--- config.mk ---
export PLATFORM = sky130hd
export DESIGN_NAME = fp_round_stage
export DESIGN_NICKNAME = d
export VERILOG_FILES = /design/src/rtl/fp_round_stage.sv
export SDC_FILE = /design/constraint.sdc
export NUM_CORES = 1
export LEC_CHECK = 0
export CORE_ASPECT_RATIO = 0.9
export CORE_UTILIZATION = 25
export CTS_BUF_LIST = sky130_fd_sc_hd__clkbuf_2
export DETAILED_ROUTE_END_ITERATION = 8
export GPL_TIMING_DRIVEN = 1
export SLEW_MARGIN = 0
export SYNTH_ARGS = -nofsm -noshare
export SYNTH_HDL_FRONTEND = slang
export SYNTH_SLANG_ARGS = --single-unit
--- constraint.sdc ---
create_clock -name clk -period 3.85 [get_ports clk]
set_input_delay 0.385 -clock clk [delete_from_list [all_inputs] [get_ports clk]]
set_output_delay 0.385 -clock clk [all_outputs]
set_load 0.005 [all_outputs]
--- src/rtl/fp_round_stage.sv ---
// Rounding/packing stage after the FP add/sub normalizer: exponent adjust, round, renormalize, saturate, pack.
// Latency 2 cycles, 1 beat/cycle; both stages stall in place when out_ready is low, and in_ready drops once both are full.
// Build option FP_ROUND_ALL_MODES_EN enables all five rounding modes; without it the stage is RNE-only.
module fp_round_stage #(
  parameter int EXP_W  = 8,
  parameter int FRAC_W = 23
) (
  input  logic                  clk,
  input  logic                  rst_n,
  input  logic                  in_valid,
  output logic                  in_ready,
  input  logic                  in_sign,
  input  logic [EXP_W-1:0]      in_exp,
  input  logic [EXP_W-1:0]      in_shift,
  input  logic [FRAC_W+3:0]     in_sig,
  input  logic [2:0]            in_rm,
  output logic                  out_valid,
  input  logic                  out_ready,
  output logic [EXP_W+FRAC_W:0] out_result,
  output logic [2:0]            out_flags
);

  localparam int MANT_W = FRAC_W + 1;
  localparam int XW     = EXP_W + 2;
  localparam logic [XW-1:0] EXP_ONE = {{(XW-1){1'b0}}, 1'b1};
  localparam logic [XW-1:0] EXP_SAT = {2'b00, {EXP_W{1'b1}}};

  typedef enum logic [2:0] {
    RM_RNE = 3'd0,
    RM_RTZ = 3'd1,
    RM_RDN = 3'd2,
    RM_RUP = 3'd3,
    RM_RMM = 3'd4
  } rm_e;

  // ---------------- handshake ----------------
  logic s1_valid, s2_valid, s1_adv, s2_adv;

  assign s2_adv    = !s2_valid || out_ready;
  assign s1_adv    = !s1_valid || s2_adv;
  assign in_ready  = s1_adv;
  assign out_valid = s2_valid;

  // ---------------- stage 1: exponent adjust and round decision ----------------
  rm_e rm_eff;

`ifdef FP_ROUND_ALL_MODES_EN
  // Decode the rounding mode; reserved encodings fall back to RNE.
  always_comb begin
    rm_eff = RM_RNE;
    case (in_rm)
      3'd1:    rm_eff = RM_RTZ;
      3'd2:    rm_eff = RM_RDN;
      3'd3:    rm_eff = RM_RUP;
      3'd4:    rm_eff = RM_RMM;
      default: rm_eff = RM_RNE;
    endcase
  end
`else
  // RNE-only build: the mode input is ignored.
  assign rm_eff = RM_RNE;
  logic unused_rm;
  assign unused_rm = ^in_rm;
`endif

  logic                 lsb, g_bit, rs_bits, inexact_c, inc_c;
  logic signed [XW-1:0] exp_adj_c;

  assign lsb       = in_sig[3];
  assign g_bit     = in_sig[2];
  assign rs_bits   = in_sig[1] | in_sig[0];
  assign inexact_c = g_bit | rs_bits;
  assign exp_adj_c = $signed({2'b00, in_exp}) + $signed({{2{in_shift[EXP_W-1]}}, in_shift});

  // Increment decision for each rounding mode.
  always_comb begin
    inc_c = 1'b0;
    case (rm_eff)
      RM_RNE:  inc_c = g_bit & (rs_bits | lsb);
      RM_RTZ:  inc_c = 1'b0;
      RM_RDN:  inc_c = in_sign & inexact_c;
      RM_RUP:  inc_c = !in_sign & inexact_c;
      RM_RMM:  inc_c = g_bit;
      default: inc_c = g_bit & (rs_bits | lsb);
    endcase
  end

  logic                 s1_sign, s1_inc, s1_inexact;
  logic signed [XW-1:0] s1_exp_adj;
  logic [MANT_W-1:0]    s1_mant;
  rm_e                  s1_rm;

  // Stage 1 register: loads a new beat whenever it can hand its contents on.
  always_ff @(posedge clk or negedge rst_n) begin
    if (!rst_n) begin
      s1_valid   <= 1'b0;
      s1_sign    <= 1'b0;
      s1_inc     <= 1'b0;
      s1_inexact <= 1'b0;
      s1_exp_adj <= '0;
      s1_mant    <= '0;
      s1_rm      <= RM_RNE;
    end else if (s1_adv) begin
      s1_valid <= in_valid;
      if (in_valid) begin
        s1_sign    <= in_sign;
        s1_inc     <= inc_c;
        s1_inexact <= inexact_c;
        s1_exp_adj <= exp_adj_c;
        s1_mant    <= in_sig[FRAC_W+3:3];
        s1_rm      <= rm_eff;
      end
    end
  end

  // ---------------- stage 2: increment, renormalize, saturate, pack ----------------
  logic [MANT_W:0]          m;
  logic                     exp_neg;
  logic [XW-1:0]            exp_base, exp_r;
  logic [FRAC_W-1:0]        frac_r;
  logic                     ovf, to_inf;
  logic [EXP_W+FRAC_W:0]    result_c;
  logic [2:0]               flags_c;

  assign m        = {1'b0, s1_mant} + {{MANT_W{1'b0}}, s1_inc};
  assign exp_neg  = s1_exp_adj[XW-1];
  assign exp_base = exp_neg ? '0 : s1_exp_adj;

  // Renormalize on rounding carry; a subnormal that rounds into the hidden bit becomes exponent 1.
  always_comb begin
    exp_r  = exp_base;
    frac_r = m[FRAC_W-1:0];
    if (m[MANT_W]) begin
      exp_r  = exp_base + EXP_ONE;
      frac_r = m[FRAC_W:1];
    end else if ((exp_base == '0) && m[MANT_W-1]) begin
      exp_r = EXP_ONE;
    end
  end

  assign ovf = (exp_r >= EXP_SAT);

  // Overflow goes to infinity unless the mode rounds toward zero for this sign.
  always_comb begin
    to_inf = 1'b1;
    case (s1_rm)
      RM_RTZ:  to_inf = 1'b0;
      RM_RDN:  to_inf = s1_sign;
      RM_RUP:  to_inf = !s1_sign;
      default: to_inf = 1'b1;
    endcase
  end

  // Final packing and exception flags {overflow, underflow, inexact}.
  always_comb begin
    result_c = {s1_sign, exp_r[EXP_W-1:0], frac_r};
    flags_c  = {1'b0, exp_neg | ((exp_r == '0) && s1_inexact), s1_inexact};
    if (ovf) begin
      flags_c = 3'b101;
      if (to_inf) result_c = {s1_sign, {EXP_W{1'b1}}, {FRAC_W{1'b0}}};
      else        result_c = {s1_sign, {(EXP_W-1){1'b1}}, 1'b0, {FRAC_W{1'b1}}};
    end
  end

  // Stage 2 register: holds the result stable until the consumer takes it.
  always_ff @(posedge clk or negedge rst_n) begin
    if (!rst_n) begin
      s2_valid   <= 1'b0;
      out_result <= '0;
      out_flags  <= '0;
    end else if (s2_adv) begin
      s2_valid <= s1_valid;
      if (s1_valid) begin
        out_result <= result_c;
        out_flags  <= flags_c;
      end
    end
  end

endmodule

# Yosys cells after proc, flatten, opt, wreduce, memory -nomap -nowiden
# Cells that the tools add are included.
# totals
register_bits	74
output_inout_bits	37
wordCells	34
# classes
add_sub_neg	3
magnitude_cmp	1
muxes	6
n_bitwise	5
n_reduce_logical	10
# ops
op	n
$mux W31	1
$add A24 B1 Y25	1
$mux W23	1
$logic_not A10 Y1	2
$mux W9	2
$add A9 B1 Y10 const B	1
$add A9 B8 Y10	1
$ge A10 B8 Y1 const B	1
$mux W10	1
$or A1 B1 Y1	4
$reduce_and A2 Y1	2
$mux W3	1
$logic_and A1 B1 Y1	2
$logic_not A1 Y1	2
$logic_or A1 B1 Y1	2
$and A1 B1 Y1	1

# Depth between registers and ports, before layout
# depth
depth_word	9
mapped_depth	14
ltp_nobuf	12

# Worst setup path after synthesis
# OpenSTA, ideal clock, no wires.
# synth_timing
path_kind	register to register
start	register s1_exp_adj[9]
end	register out_result[10]
setup_ps	142
arrival_ps	2651
required_time_ps	3708
path_slack_ps	1057
stages_incl_launch_ff	15
n_path_buf	3
period_less_slack_ps	2793
path_cell_list	dfrtp_1 buf_2 inv_1 nand2_1 inv_1 ha_1 nand4b_1 nor3_2 a32o_1 a22oi_1 a2111oi_1 a41o_1 buf_6 buf_8 o31ai_2
# synth_between
elab_chain_len	7
elab_cells_between_ends	8
# synth_rtl
element	line_no	text
start, declared	89	logic signed [XW-1:0] s1_exp_adj;
start signal, assigned	109	s1_exp_adj <= exp_adj_c;
$mux W9 (*)	127	assign exp_base = exp_neg ? '0 : s1_exp_adj;
branches (longest 3 deep; another with $add A9 B1 Y10)	n/a	
$mux W10 (*)	133	if (m[MANT_W]) begin
$ge A10 B8 Y1 (*)	141	assign ovf = (exp_r >= EXP_SAT);
$mux W31 (*)	158	if (ovf) begin
end signal, assigned	174	out_result <= result_c;
end, declared	19	output logic [EXP_W+FRAC_W:0] out_result,
# Every way passes the cells marked *.
# A chain may end at the register's enable or synchronous reset.

# Worst setup path in the final report
# layout_timing
start	register s1_exp_adj[9]
end	register out_result[5]
# Same word-level chain as after synthesis.

==> results.json <==
{
  "clock_latency_ns": 0.56,
  "synth_area_um2": 4250,
  "fin_ws_ns": 0.538,
  "clock.fmax_ghz": 0.302,
  "critPathCaptureType": "register",
  "gp_congestion": 0.802,
  "period_minus_slack_ns": 3.31,
  "antenna_found_initial": 0,
  "numCtsBuffers": 9,
  "yosysSeqAreaShare_pct": 43.5,
  "avgRoutedWirePerCell_um": 14.7,
  "fin_nets": 579,
  "layout-drive-gt1-share_pct": 15.4,
  "synth-main-ff-cell": "dfrtp_1",
  "drc": 0,
  "slew_viol_final": 0,
  "grt-ovfl-total": 0,
  "cts_root_buf": "clkbuf_2",
  "post_cts_buffers": 0,
  "clk_pin_slew_worst_paths_ns": 0.23,
  "fin_skew_ns": 0.0385,
  "synth.avg_cell_area_um2": 9.84,
  "required_ns": 4.27,
  "avgViaCountPerCell": 4.72,
  "ys_ff_latch": 74,
  "antenna_cells": 0,
  "dr.pass1.iters": 6,
  "syn_to_final_growth_pct": 27.6,
  "syn_nets": 497,
  "start_util_pct": 25.9,
  "synth_cells": 432,
  "fp.dieArea_um2": 17500,
  "io_pins": 88,
  "hpwl_um": 8010,
  "grt_pass1_wl_um": 17800,
  "synth_edf_count": 0,
  "rsz0062_at_grt": "false",
  "grt_usage_pct": 12.8,
  "layout_commonest_cell": "clkdlybuf4s50_1",
  "first_iter_violations": 147,
  "cts_sinks": 74,
  "cp_max_fo": 7,
  "hold_viol": 0,
  "cts_tree": "built",
  "clock_path_buffers": 2,
  "hold_class": "input port to register",
  "critical_path_class": "register to register",
  "dieWidth_um": 139,
  "via_count": 3423,
  "max_cap_viol_count": 0,
  "synthArstFlopShare_pct": 100,
  "fin_hold_ws_ns": 0.433,
  "fin_crit_sh_pct": 86.0,
  "finalWirelength_um": 10600,
  "setup_viol_count_final": 0,
  "drtAntennaViolNets": 0,
  "htree_levels": 3,
  "start_kind": "register",
  "port_buffers": 84,
  "final_cell_mix": "clkdlybuf4s50_1, dfrtp_1, nand2_1",
  "grt_pass1_vias": 3442,
  "rrSetupSlack_ns": 0.54,
  "setup-tns-final_ns": 0,
  "fp.dieH_um": 126,
  "status": "completed",
  "p_total_mw": 2.34,
  "fp-row-count": 44,
  "p_leak_nw": 2.22,
  "preCtsSetupSlack_ns": 0.675,
  "grt_max_degree": 75,
  "fill_cells": 1697,
  "yosysUniqueCellTypes": 60,
  "worstMarginPinSlew_ns": 0.954,
  "fp.coreArea_um2": 16400,
  "yosys_warnings": 0,
  "ir_drop_uv": 170,
  "slew_headroom_pct": 36.2,
  "cellPowerDensity_nw_per_um2": 432,
  "arrival_ns": 3.73
}
## critical path, stage by stage, from the launching register on
cell and delay, ns:
dfrtp_1 0.43, inv_1 0.13, nand2_1 0.12, inv_1 0.09, ha_1 0.29, nand4b_1 0.17, nor3_2 0.39, a32o_1 0.24
a22oi_1 0.08, a2111oi_1 0.41, a41o_1 0.42, nand2b_1 0.26, o31ai_1 0.11
## synthesized netlist by cell type (all sizes together), types with 2 or more instances
master,count,area (um^2)
a21boi,3,22.5
a21oi,12,60.1
a31oi,3,18.8
and3,10,62.6
and4,3,26.3
buf,6,55.1
clkbuf,13,48.8
dfrtp,74,1850
ha,13,163
inv,14,52.6
mux2,28,315
mux2i,3,30.0
nand2,62,233
nand2b,7,43.8
nand3,13,70.1
nand4,9,62.6
nand4b,2,17.5
nor2,39,149
nor2b,7,43.8
nor3,7,56.3
nor3b,2,15.0
nor4,3,25.0
o211ai,2,15.0
o21ai,31,181
o31ai,18,185
o41a,2,22.5
xnor2,21,184
xor2,5,43.8
## cells by family after synthesis
group,synth area share (%)
DFF,43.5
adders and majority gates,4.30
buffers and inverters,3.68
muxes,8.12
AOI/OAI and AO/OA,15.2
xor gates and xnor gates,5.35
and+or+nand+nor,19.8
## power breakdown
part / internal, mW / switching [mW]
Combinational: 0.429 / 0.337
Clock: 0.208 / 0.279
Sequential: 0.937 / 0.154
## layer usage
metal / vias up / part of all wire [%] / track usage [%]
met5: - / 0 / 0
met4: 0 / 1.1 / 3.59
met3: 11 / 5.2 / 3.57
met2: 91 / 44 / 19.4
met1: 1627 / 49 / 17.9
li1: 1694 / - / -
## worst paths after layout
kind,start,end,cells past startpoint
max,s1_exp_adj[9],out_result[5],12
min,in_sig[2],s1_inc,3
max reg2reg,s1_exp_adj[9],out_result[5],12
min reg2reg,out_result[2],out_result[2],2
max in group asynchronous,rst_n,s1_mant[23],2
min in group asynchronous,rst_n,out_result[29],2
## area by class of cell
type	count	area [um^2]	share of cell area [%]
clock buffer	9	45.0	0.830
timing repair buffer	90	886	16.3
inverter	14	52.6	0.968
sequential	74	1850	34.1
clock inverter	6	82.6	1.52
multi-input combinational	325	2250	41.5
tap	207	259	4.77
## registers in the layout (all words and copies together) (netlist names)
| register | count |
|---|---|
| s1_sign | 1 |
| out_flags | 3 |
| s1_exp_adj | 10 |
| out_valid | 1 |
| out_result | 32 |
| s1_mant | 24 |
| s1_valid | 1 |
| s1_inexact | 1 |
| s1_inc | 1 |
## repair_timing
item	4_1_cts	5_1_grt
gates resized for setup	0	0
hold buffers	1	0
endpoints found under the hold margin	74	0
## stage by stage
stage	util [%]	instances	area, um^2
floorplan	-	432	4250
CTS	33.1	725	5430
detailed placement	32.2	709	5290
global route	33.1	725	5430
global placement	32.2	709	5290
finish	33.1	725	5430
Power figures use the tool's default switching activity.
